`src/rtl/ex_mdu_seq.sv`:
```
// RV32M multiply/divide sequencer beside EX.
// Shift-add multiply / restoring divide, one bit per cycle.
module ex_mdu_seq #(
  parameter int XLEN = 32
) (
  input  logic            clk,
  input  logic            rst,
  input  logic            start,
  input  logic [2:0]      funct3,
  input  logic [XLEN-1:0] rs1_val,
  input  logic [XLEN-1:0] rs2_val,
  input  logic [4:0]      wreg_in,
  input  logic            flush,
  input  logic            pipe_hold,
  output logic            stall_req,
  output logic            busy,
  output logic            done,
  output logic [XLEN-1:0] result,
  output logic [4:0]      wreg_out
);

  localparam int CW = $clog2(XLEN);
  localparam int AW = 2*XLEN+1;
  localparam logic [XLEN-1:0] MIN = {1'b1, {(XLEN-1){1'b0}}};

  typedef enum logic [1:0] {IDLE, CALC, DONE} state_t;

  state_t          state, state_nxt;
  logic [2:0]      op_q;
  logic [XLEN-1:0] a_q, b_q;
  logic            neg_q;
  logic [CW-1:0]   cnt_q;
  logic [AW-1:0]   acc_q;

  logic            sgn1, sgn2, neg1, neg2, neg_in;
  logic [XLEN-1:0] abs1, abs2;
  logic            div_zero, ovf, special, accept;
  logic [XLEN-1:0] spec_res;

  always_comb begin
    sgn1 = ~(funct3[0] & (funct3[1] | funct3[2]));
    sgn2 = (funct3 == 3'b001) | (funct3 == 3'b100) |
           (funct3 == 3'b110);
    neg1 = sgn1 & rs1_val[XLEN-1];
    neg2 = sgn2 & rs2_val[XLEN-1];
    abs1 = neg1 ? -rs1_val : rs1_val;
    abs2 = neg2 ? -rs2_val : rs2_val;
    neg_in = (funct3[2] & funct3[1]) ? neg1 : (neg1 ^ neg2);
    div_zero = funct3[2] & (rs2_val == '0);
    ovf = funct3[2] & ~funct3[0] & (rs1_val == MIN) &
          (rs2_val == '1);
    special = div_zero | ovf;
    spec_res = '0;
    if (div_zero)
      spec_res = funct3[1] ? rs1_val : '1;
    else
      spec_res = funct3[1] ? '0 : MIN;
    accept = (state == IDLE) & start & ~flush;
  end

  logic [XLEN:0]     mul_sum;
  logic [XLEN+1:0]   trial;
  logic [AW-1:0]     sh, mul_nxt, div_nxt, acc_nxt;
  logic [2*XLEN-1:0] prod, prod_f;
  logic [XLEN-1:0]   quo_f, rem_f, fin_res;
  logic              last;

  always_comb begin
    mul_sum = acc_q[AW-1:XLEN] + {1'b0, a_q};
    if (acc_q[0])
      mul_nxt = {1'b0, mul_sum, acc_q[XLEN-1:1]};
    else
      mul_nxt = {1'b0, acc_q[AW-1:1]};
    sh = {acc_q[AW-2:0], 1'b0};
    trial = {1'b0, sh[AW-1:XLEN]} - {2'b00, b_q};
    if (!trial[XLEN+1])
      div_nxt = {trial[XLEN:0], sh[XLEN-1:0]} | AW'(1);
    else
      div_nxt = sh;
    acc_nxt = op_q[2] ? div_nxt : mul_nxt;
    prod   = acc_nxt[2*XLEN-1:0];
    prod_f = neg_q ? -prod : prod;
    quo_f  = neg_q ? -acc_nxt[XLEN-1:0] : acc_nxt[XLEN-1:0];
    rem_f  = neg_q ? -acc_nxt[2*XLEN-1:XLEN]
                   : acc_nxt[2*XLEN-1:XLEN];
    fin_res = rem_f;
    unique case (op_q)
      3'b000:  fin_res = prod_f[XLEN-1:0];
      3'b001,
      3'b010,
      3'b011:  fin_res = prod_f[2*XLEN-1:XLEN];
      3'b100,
      3'b101:  fin_res = quo_f;
      default: fin_res = rem_f;
    endcase
    last = (cnt_q == CW'(XLEN-1));
  end

  always_comb begin
    state_nxt = state;
    unique case (state)
      IDLE: if (accept) state_nxt = special ? DONE : CALC;
      CALC: begin
        if (flush)     state_nxt = IDLE;
        else if (last) state_nxt = DONE;
      end
      DONE: if (flush || !pipe_hold) state_nxt = IDLE;
      default: state_nxt = IDLE;
    endcase
  end

  // Reset gates the combinational hold so outputs drop at once.
  assign stall_req = rst & ~flush &
                     (((state == IDLE) & start & ~special) |
                      (state == CALC));
  assign busy = (state != IDLE);
  assign done = (state == DONE) & ~flush;

  always_ff @(posedge clk or negedge rst) begin
    if (!rst) begin
      state    <= IDLE;
      op_q     <= '0;
      a_q      <= '0;
      b_q      <= '0;
      neg_q    <= 1'b0;
      cnt_q    <= '0;
      acc_q    <= '0;
      result   <= '0;
      wreg_out <= '0;
    end else begin
      state <= state_nxt;
      if (accept) begin
        op_q     <= funct3;
        wreg_out <= wreg_in;
        a_q      <= abs1;
        b_q      <= abs2;
        neg_q    <= neg_in;
        cnt_q    <= '0;
        acc_q    <= {{(XLEN+1){1'b0}},
                     (funct3[2] ? abs1 : abs2)};
        if (special) result <= spec_res;
      end else if (state == CALC && !flush) begin
        acc_q <= acc_nxt;
        cnt_q <= cnt_q + CW'(1);
        if (last) result <= fin_res;
      end
    end
  end

endmodule

```
`config.mk`:
```
export PLATFORM = sky130hd
export DESIGN_NAME = ex_mdu_seq
export DESIGN_NICKNAME = d
export VERILOG_FILES = /design/src/rtl/ex_mdu_seq.sv
export SDC_FILE = /design/constraint.sdc
export NUM_CORES = 1
export LEC_CHECK = 0
export CAP_MARGIN = 10
export CORE_UTILIZATION = 30
export CTS_CLUSTER_SIZE = 8
export DETAILED_ROUTE_END_ITERATION = 8
export GPL_TIMING_DRIVEN = 0
export PLACE_DENSITY_LB_ADDON = 0.2
export SETUP_SLACK_MARGIN = 0.3
export SYNTH_ARGS = -nofsm -noshare
export SYNTH_HDL_FRONTEND = slang
export SYNTH_SLANG_ARGS = --single-unit
```
`constraint.sdc`:
```
create_clock -name clk -period 13.6 [get_ports clk]
set_clock_uncertainty 0.05 [all_clocks]
set_input_delay 2.72 -clock clk [delete_from_list [all_inputs] [get_ports clk]]
set_output_delay 2.72 -clock clk [all_outputs]
set_load 0.01 [all_outputs]
```
==> run_results.csv <==
group,metric,value,unit
die,die_area,55700,sq um
clock_network,cts_sinks,177,
timing,finalSetupViolations,0,
timing,slew_headroom,5.96,%
global_route,grt_pass1_wl,118,mm
cells_and_area,multi_input_area,11200,sq um
yosys,synth.distinct_cells,94,
cells_and_area,final_area,19100,sq um
timing,worst_slew_pin_slew,1.40,ns
route,drt_first_pass_iters,5,
yosys,synth_fp_nets,2336,
yosys,ys_seq_area_share,26.9,%
clock_network,root_buffer,"clkbuf_16",
route,wire_per_inst,26.9,um
global_route,grt_max_degree,94,
worst_setup_path,cp_num_buf_inv,4,
clock_network,cts.hold.buffers_added,0,
worst_setup_path,slowest_stage,"nor3_1",
worst_setup_path,endpoint_kind,"output port",
pwr,p_total,3.97,mW
worst_setup_path,critical_path_class,"primary input to output port",
outcome,status,"finished, final reports clean",
cells_and_area,syn_to_final_growth,16.4,%
yosys,synthFlopType,"dfrtp_1",
global_route,grt_usage,29.0,%
worst_setup_path,path_max_fanout,7,
pwr,powerDensity,207,nW/um^2
worst_setup_path,start_kind,"primary input",
route,vias_per_cell,5.96,
placement,gp_congestion,0.994,
route,via_count,18100,
route,routed_wl,81.7,mm
timing,rsz0062_at_grt,"no",
die,start_util,30.4,%
yosys,yosys-top-cells-area,"dfrtp_1 27%, o21ai_0 7.7%, nand2_1 7.1%",
placement,postPlaceCellArea,18500,sq um
clock_network,cts_made_buffers,17,
global_route,antenna_found_initial,4,
timing,slew_viol_final,0,
worst_setup_path,crit_arrival,7.15,ns
yosys,synth.cell_area,16400,sq um
worst_hold_path,hold_class,"flip-flop to flip-flop",
yosys,ys_ff_latch,177,
global_route,globalRouteOverflowTotal,0,
timing,tns,0,ns
yosys,yosysWarnings,0,
route,drc,0,
pwr,leakagePower,7.73,nW
placement,dpl.hpwl,66.1,mm
worst_setup_path,worstPathRequired,10.83,ns
die,ioPinCount,117,
timing,min_period,9.92,ns
timing,hold_slack,0.429,ns
yosys,synth.most_common_cell,"nand2_1",
route,drt_iter0_drc,1829,
die,die_x,236,um
yosys,synth_cells,2186,
worst_setup_path,max_stage_delay,0.75,ns
yosys,yosys.area.top_type,"dfrtp_1",
cells_and_area,layout-drive-gt1-share,5.13,%
clock_network,clk_pin_slew_worst_paths,0.07,ns
placement,io_buffers,116,
timing,finalCritPeriodShare,72.9,%
clock_network,h-tree-depth,4,
yosys,synth_edf_count,0,
pwr,ir_drop,121,uV
die,num_rows,85,
cells_and_area,fillCellCount,5806,
clock_network,clock_path_buffers,2,
yosys,synth_top_area_share,26.9,%
worst_setup_path,cp_top_family,"simple AND/OR/NAND/NOR gates",
global_route,grt_pass1_vias,17400,
clock_network,insertion_delay,0.51,ns
timing,hold_viol_final,0,
cells_and_area,register_area,4430,sq um
die,die_y,236,um
clock_network,cts_resized,0,
clock_network,postCtsSetupBuffers,0,
cells_and_area,fin_nets,2475,
flow_run,maxCapViolCount,0,
clock_network,cts_tree,"yes",
die,core,54000,sq um
yosys,synthTopCellsByCount,"311 x nand2_1, 252 x o21ai_0, 187 x a21oi_1",
worst_setup_path,worstPathCellList,"clkdlybuf4s50_1, inv_1, ha_1, nand2_1, or3_1, or2_2, nor3_1, nand2_1, or3_1, o21ai_0, inv_1, a21oi_1, nor2_1, clkdlybuf4s50_1",
timing,max_freq,101,MHz
yosys,syn-mean-instance-area,7.52,sq um
route,drtAntennaViolNets,0,
yosys,async_flop_share,100,%
-- final timing paths --
path | startpoint | end | slack [ns] | cells after the start
min in group asynchronous | rst | acc_q[37] | 2.17 | 1
max in group asynchronous | rst | result[1] | 10.36 | 2
hold / removal | wreg_out[1] | wreg_out[1] | 0.43 | 2
setup reg to reg | op_q[2] | result[2] | 5.29 | 22
hold reg to reg | wreg_out[1] | wreg_out[1] | 0.43 | 2
setup / recovery | rs2_val[0] | stall_req | 3.68 | 14
-- cells in the final DEF, fill, tap and decap left out, types with 30 or more instances in the layout --
cell type and instances:
nor2_1 185, a31oi_1 36, a211oi_1 30, nand2_1 311, nand3_1 32, inv_1 76, mux2i_1 60, clkbuf_1 90
o21ai_0 252, xnor2_1 84, o211ai_1 43, ha_1 71, dfrtp_1 177, clkdlybuf4s50_1 115, nor3_1 53, a21oi_1 187
xor2_1 63
-- layout make-up --
cell class                 instances  area share (%)
sequential                       177            23.2
tap                              696            4.55
timing repair buffer             120            6.34
multi-input combinational       1807            58.6
antenna                            1          0.0131
inverter                          77            1.51
buffer                           125            2.69
clock inverter                    14           0.902
clock buffer                      18            2.24
-- report_power, final --
| part | switching [mW] | internal [mW] |
|---|---|---|
| logic | 1.74 | 0.888 |
| clock network | 0.264 | 0.277 |
| registers | 0.157 | 0.643 |
| total | 2.16 | 1.81 |
-- state kept, by name, summed over array words and instances (netlist names) --
register / cells
wreg_out: 5
a_q: 32
op_q: 3
state: 2
result: 32
b_q: 32
acc_q: 65
cnt_q: 5
neg_q: 1
-- tightest hold or removal path, stage by stage, from the launching register on --
cell and delay (ns):
dfrtp_1 0.35, nand2_1 0.05, nand2_1 0.05
-- logic make-up (layout without fill, tap and decap cells) --
logic type / count (synthesis) / count (layout) / share of synthesized area, %
AO/OA/AOI/OAI: 780 / 780 / 30.0
AND/OR/NAND/NOR: 743 / 743 / 20.7
buffers and inverters: 202 / 354 / 4.89
flip-flops: 177 / 177 / 26.9
XOR/XNOR: 147 / 147 / 7.83
adder cells (fa/ha/maj): 73 / 73 / 5.65
multiplexers: 64 / 64 / 3.93
other: 0 / 1 / 0
-- metal layers --
metal | up-vias | track usage [%] | part of all wire (%)
met3 | 139 | 5.06 | 8.4
met4 | 2 | 11.3 | 3.3
met2 | 873 | 45.7 | 45
met5 | - | 0 | 0.016
met1 | 8847 | 39.4 | 43
li1 | 8228 | - | -
-- stage by stage --
step | std cells | worst slack [ns] | util [%]
final | 3035 | 3.68 | 35.4
after global routing | 3034 | 3.49 | 35.4
after CTS | 3033 | 3.74 | 35.4
after detailed placement | 3001 | 3.76 | 34.3
after global placement | 2998 | 0.0539 | 34.2
after floorplan | 2186 | 5.82 | -
(Power assumes the default switching activity.)
